$ cat src/rtl/pwm_pkg.sv
`default_nettype none
// ============================================================================
// Module      : pwm_pkg
// Description : Shared state encoding, reset constants and default widths
//               for the PWM duty-cycle generator.
// Revision    : 1.0 - initial release
// ============================================================================
package pwm_pkg;

    localparam int DEF_WIDTH   = 8;
    localparam int DEF_PRESC_W = 8;

    // Wide enough for any practical WIDTH; users slice the low bits.
    localparam logic [63:0] PER_RST  = '1;
    localparam logic [63:0] DUTY_RST = '0;

    typedef enum logic [0:0] {
        IDLE = 1'b0,
        RUN  = 1'b1
    } state_t;

endpackage : pwm_pkg
`default_nettype wire

$ cat src/rtl/pwm_presc.sv
`default_nettype none
// ============================================================================
// Module      : pwm_presc
// Description : Prescaler producing a one-clock tick every presc+1 clocks
//               while run is high; held at zero otherwise.
// Revision    : 1.0 - initial release
// ============================================================================
module pwm_presc
    import pwm_pkg::*;
#(
    parameter int PRESC_W = DEF_PRESC_W
) (
    input  logic               ck,
    input  logic               rst,
    input  logic               run,
    input  logic [PRESC_W-1:0] presc,
    output logic               tick
);

    logic [PRESC_W-1:0] r_pcnt;

    // A presc reduced below r_pcnt intentionally lets the counter roll over.
    assign tick = run && (r_pcnt == presc);

    always_ff @(posedge ck) begin
        if (rst) begin
            r_pcnt <= '0;
        end else if (!run || tick) begin
            r_pcnt <= '0;
        end else begin
            r_pcnt <= r_pcnt + PRESC_W'(1);
        end
    end

endmodule : pwm_presc
`default_nettype wire

$ cat src/rtl/pwm_gen.sv
`default_nettype none
// ============================================================================
// Module      : pwm_gen
// Description : Double-buffered PWM generator; period/duty updates apply only
//               on a period boundary or when leaving IDLE.
// Revision    : 1.0 - initial release
// ============================================================================
module pwm_gen
    import pwm_pkg::*;
#(
    parameter int WIDTH   = DEF_WIDTH,
    parameter int PRESC_W = DEF_PRESC_W
) (
    input  logic               ck,
    input  logic               rst,
    input  logic               en,
    input  logic [PRESC_W-1:0] presc,
    input  logic [WIDTH-1:0]   period_in,
    input  logic [WIDTH-1:0]   duty_in,
    input  logic               load,
    output logic               load_ack,
    output logic               pwm_d,
    output logic               period_end
);

    state_t             r_state;
    logic [WIDTH-1:0]   r_per_p;
    logic [WIDTH-1:0]   r_duty_p;
    logic               r_pend;
    logic [WIDTH-1:0]   r_per_a;
    logic [WIDTH-1:0]   r_duty_a;
    logic [WIDTH-1:0]   r_cnt;
    logic               r_pwm_d;
    logic               r_load_ack;
    logic               r_period_end;

    logic               w_run;
    logic               w_tick;
    logic               w_wrap;
    logic               w_apply;

    // Dropping en leaves RUN on this edge, so it also gates ticks and output.
    assign w_run   = (r_state == RUN) && en;
    assign w_wrap  = w_tick && (r_cnt == r_per_a);
    assign w_apply = r_pend && (w_wrap || ((r_state == IDLE) && en));

    pwm_presc #(
        .PRESC_W (PRESC_W)
    ) u_presc (
        .ck    (ck),
        .rst   (rst),
        .run   (w_run),
        .presc (presc),
        .tick  (w_tick)
    );

    always_ff @(posedge ck) begin
        if (rst) begin
            r_state      <= IDLE;
            r_per_p      <= DUTY_RST[WIDTH-1:0];
            r_duty_p     <= DUTY_RST[WIDTH-1:0];
            r_pend       <= 1'b0;
            r_per_a      <= PER_RST[WIDTH-1:0];
            r_duty_a     <= DUTY_RST[WIDTH-1:0];
            r_cnt        <= '0;
            r_pwm_d      <= 1'b0;
            r_load_ack   <= 1'b0;
            r_period_end <= 1'b0;
        end else begin
            r_load_ack   <= w_apply;
            r_period_end <= w_wrap;
            r_pwm_d      <= w_run && (r_cnt < r_duty_a);

            if (w_apply) begin
                r_per_a  <= r_per_p;
                r_duty_a <= r_duty_p;
                r_pend   <= 1'b0;
            end
            // A load on an applying edge becomes the next pending set.
            if (load) begin
                r_per_p  <= period_in;
                r_duty_p <= duty_in;
                r_pend   <= 1'b1;
            end

            case (r_state)
                IDLE: begin
                    r_cnt <= '0;
                    if (en) begin
                        r_state <= RUN;
                    end
                end
                RUN: begin
                    if (!en) begin
                        r_state <= IDLE;
                        r_cnt   <= '0;
                    end else if (w_wrap) begin
                        r_cnt <= '0;
                    end else if (w_tick) begin
                        r_cnt <= r_cnt + WIDTH'(1);
                    end
                end
                default: begin
                    r_state <= IDLE;
                    r_cnt   <= '0;
                end
            endcase
        end
    end

    assign pwm_d      = r_pwm_d;
    assign load_ack   = r_load_ack;
    assign period_end = r_period_end;

endmodule : pwm_gen
`default_nettype wire

$ cat config.mk
export PLATFORM = sky130hd
export DESIGN_NAME = pwm_gen
export DESIGN_NICKNAME = d
export VERILOG_FILES = /design/src/rtl/pwm_pkg.sv /design/src/rtl/pwm_presc.sv /design/src/rtl/pwm_gen.sv
export SDC_FILE = /design/constraint.sdc
export NUM_CORES = 1
export LEC_CHECK = 0
export CORE_MARGIN = 3
export CORE_UTILIZATION = 42
export DETAILED_ROUTE_END_ITERATION = 6
export DONT_BUFFER_PORTS = 1
export PLACE_DENSITY_LB_ADDON = 0.2
export SKIP_LAST_GASP = 1
export SYNTH_ARGS = -nofsm -noshare
export SYNTH_HDL_FRONTEND = slang
export SYNTH_HIERARCHICAL = 1
export SYNTH_SLANG_ARGS = --single-unit
$ cat constraint.sdc
create_clock -name ck -period 2.8 [get_ports ck]
set_clock_uncertainty 0.15 [all_clocks]
set_input_delay 0.28 -clock ck [delete_from_list [all_inputs] [get_ports ck]]
set_output_delay 0.28 -clock ck [all_outputs]
set_load 0.01 [all_outputs]
==> Flow_metrics.wiki <==
{| class="wikitable"
! Metric !! Value
|-
| Number of nets in the layout || 341
|-
| Residual antenna-violating net count after detailed routing || 0
|-
| Fin crit share || 79.0%
|-
| H-Tree Depth || 2
|-
| Warning count from the yosys run || 6
|-
| Largest cells by area after synthesis || dfxtp_1 41%, mux2i_1 12%, nor2_1 5.1%, nand2b_1 4.8%, ha_1 4.3%
|-
| Post-Synthesis Net Count || 312
|-
| Final core utilization || 51.5%
|-
| Drt initial violations || 106
|-
| Post-DR wirelength/cell || 14.2 um
|-
| Post-synthesis share of cell area spent on xor and xnor gates || 6.69%
|-
| Crit start category || register
|-
| Shortest period the worst path allows || 2.21 ns
|-
| Fraction of the yosys area taken by sequential cells || 40.8%
|-
| Largest net degree at the start of global routing || 49
|-
| Deepest clock path buffer count || 2
|-
| Unrepaired setup endpoints after global routing || false
|-
| Die ar. || 0.00717 mm^2
|-
| Global-route wire length before repair || 9.36 mm
|-
| Adder-cell share of the synthesized area || 4.33%
|-
| TritonCTS clock tree || yes
|-
| Input/output buffers || 0
|-
| Filler cell count in the final layout || 554
|-
| Number of diodes || 0
|-
| Initial Util || 43.7%
|-
| Flop and latch count out of synthesis || 53
|-
| Final setup viols || 0
|-
| Post-synth top area cell || dfxtp_1
|-
| Start-to-end type of the worst setup path || register to register
|-
| Placeable core region || 0.00596 mm^2
|-
| Number of placement rows || 28
|-
| GRT Util Overall || 16.0%
|-
| Clk_lat worst skew || 0.31 ns
|-
| Clock sink count || 53
|-
| Layout cell share with drive strength beyond 1 || 7.24%
|-
| Non-Filler Cell Area, Final || 0.00307 mm^2
|-
| Post-Route WL || 5.38 mm
|-
| Result of the run || finished clean
|-
| Headroom to the max-slew limit || 65.6%
|-
| Tot Pwr || 1450 uW
|-
| Area post-placement || 0.00264 mm^2
|-
| Routability cong. || 0.767
|-
| Max-cap violations || 0
|-
| Slew Limit Fails || 0
|-
| Antenna violations before repair || 0
|-
| Capturing element type of the critical path || register
|-
| Number of cells produced by synthesis || 275
|-
| Type of the most critical hold path || input port to register
|-
| Count of unique library cells instantiated by Yosys || 41
|-
| Mux share of post-synthesis cell area || 12.8%
|-
| Number of buffers inserted by post-CTS setup repair || 0
|-
| Basic-gate share of the synthesized area counting and, or, nand and nor cells || 22.9%
|-
| Areal power density over the cells || 473 mW/mm^2
|-
| Grt total ovfl || 0
|-
| Maximum fanout along the worst path || 17
|-
| Share of Yosys cell area claimed by the top area cell type || 40.8%
|-
| Ports || 31
|-
| Fmax || 0.452 GHz
|-
| Via Count || 1962
|-
| Worst-margin pin slew || 0.515 ns
|-
| Compound-cell area share of the yosys netlist || 7.89%
|-
| Die boundary width || 84.7 um
|-
| Number of hold-slack violations in the final timing report || 0
|-
| Area growth from synthesis to layout || 18.0%
|-
| Detailed-placement wirelength estimate || 3.41 mm
|-
| DRC violation count after routing || 0
|-
| Static power due to leakage || 0.00114 uW
|-
| Vias per Instance || 5.18
|-
| Post-route setup TNS || 0 ns
|-
| Average cell area after synthesis || 9.45 um^2
|-
| Die H || 84.7 um
|-
| Number of global-route vias before repair || 1965
|-
| Root Buffer Master || clkbuf_8
|-
| First-pass detailed-route iteration total || 4
|-
| Data arrival, critical path || 2.31 ns
|-
| Clock buffers created by TritonCTS || 5
|-
| CTS clock-pin slew for the worst setup and hold paths || 0.10 ns
|-
| Post-synthesis instance area || 0.00260 mm^2
|-
| Peak VDD IR || 325 uV
|-
| Dominant combinational cell family by area after synthesis || simple AND/OR/NAND/NOR gates
|-
| CP required || 2.89 ns
|}
[power breakdown]
| part | internal [uW] | switching (uW) |
|---|---|---|
| sequential | 778 | 14.9 |
| clock | 265 | 258 |
| combinational | 78.8 | 55.5 |
| total | 1120 | 328 |
[flip-flops by register name, summed over array words and instances, names as in the netlist]
signal          flops
pwm_d               1
r_pend              1
u_presc/r_pcnt      8
r_cnt               8
r_duty_p            8
r_per_a             8
r_duty_a            8
period_end          1
r_state             1
r_per_p             8
load_ack            1
[repair_timing]
action,4_1_cts,5_1_grt
hold endpoints to repair,35,0
hold buffers,31,0
resized for setup,0,0
[layout by cell type (no fill, tap or decap), types with 2 or more instances in the layout]
master and instances:
inv_1 10, buf_4 4, or3_1 3, nand4_1 2
nor2_1 35, dfxtp_1 53, nand2b_1 20, clkbuf_8 5
nor4_1 3, and2_1 2, nor3_1 4, and3_1 6
ha_1 9, o21a_1 2, o31ai_1 2, xnor2_1 9
a211oi_1 6, nor2b_1 5, dlygate4sd3_1 30, nor4_4 2
nand3_1 11, mux2i_1 32, xor2_1 9, o21ai_0 11
a21oi_1 5, nand2_1 6, a221oi_1 3
[cell usage after synthesis, drive strengths merged]
| library cell | instances |
|---|---|
| o21ai | 11 |
| or3 | 4 |
| xnor2 | 9 |
| ha | 9 |
| nor3 | 5 |
| a211oi | 6 |
| nand4bb | 1 |
| a21o | 1 |
| a221oi | 3 |
| clkbuf | 6 |
| dfxtp | 53 |
| o31ai | 2 |
| nand4 | 3 |
| nand2 | 7 |
| a21oi | 5 |
| xor2 | 10 |
| o21a | 2 |
| nor2b | 5 |
| buf | 7 |
| nand3 | 12 |
| a21boi | 1 |
| and4 | 1 |
| nand2b | 20 |
| mux2i | 32 |
| inv | 10 |
| a41oi | 1 |
| and2 | 2 |
| mux2 | 1 |
| nor4 | 5 |
| and3 | 6 |
| nor2 | 35 |
[stage by stage]
step / worst slack (ns) / hold slack (ns) / cells
detailed placement: 0.590 / 0.210 / 341
CTS: 0.569 / 0.0796 / 379
global route: 0.357 / 0.109 / 379
floorplan: 0.500 / 0.258 / 275
finish: 0.588 / 0.0915 / 379
global placement: 0.633 / 0.209 / 341
[cells by family (layout without fill, tap and decap cells)]
logic type,Yosys count,after routing
adder cells (fa/ha/maj),9,9
AND/OR/NAND/NOR,106,106
flip-flops,53,53
AO/OA/AOI/OAI,32,32
multiplexers,33,33
buffers and inverters,23,52
XOR/XNOR,19,19
[worst max-delay path, cell delays in order (launching register included)]
cell and delay (ns):
dfxtp_1 0.44, xor2_1 0.14, nor4_4 0.30, and3_1 0.22, nand2_2 0.08, nor3_2 0.18, o21a_1 0.14, buf_4 0.28
mux2i_1 0.22
[layer usage]
layer  GRT usage, %  up-vias  share of wire (%)  routed length, um
li1               -     1010                  -                  -
met1           23.3      921                 53               2850
met2           23.6       24                 43               2300
met3           2.94        7                2.6                141
met4           5.61        0                1.5                 78
met5              0        -                  0                  0
[final cells by class]
cell class                 count  area [um^2]  share of cell area [%]
sequential                    53         1060                    34.6
clock inverter                 2         38.8                    1.26
tap                           75         93.8                    3.06
timing repair buffer          35          350                    11.4
inverter                      10         37.5                    1.22
multi-input combinational    199         1420                    46.2
clock buffer                   5         68.8                    2.24
[path summary, 6_finish.rpt]
path | start | end | slack, ns | cells after the start
worst max register to register | u_presc/r_pcnt[3] | r_duty_a[4] | 0.59 | 8
worst max-delay path | u_presc/r_pcnt[3] | r_duty_a[4] | 0.59 | 8
worst min register to register | r_duty_a[6] | r_duty_a[6] | 0.33 | 2
worst min-delay path | rst | r_cnt[7] | 0.09 | 2
No activity file was read; power rests on OpenSTA's default activity.
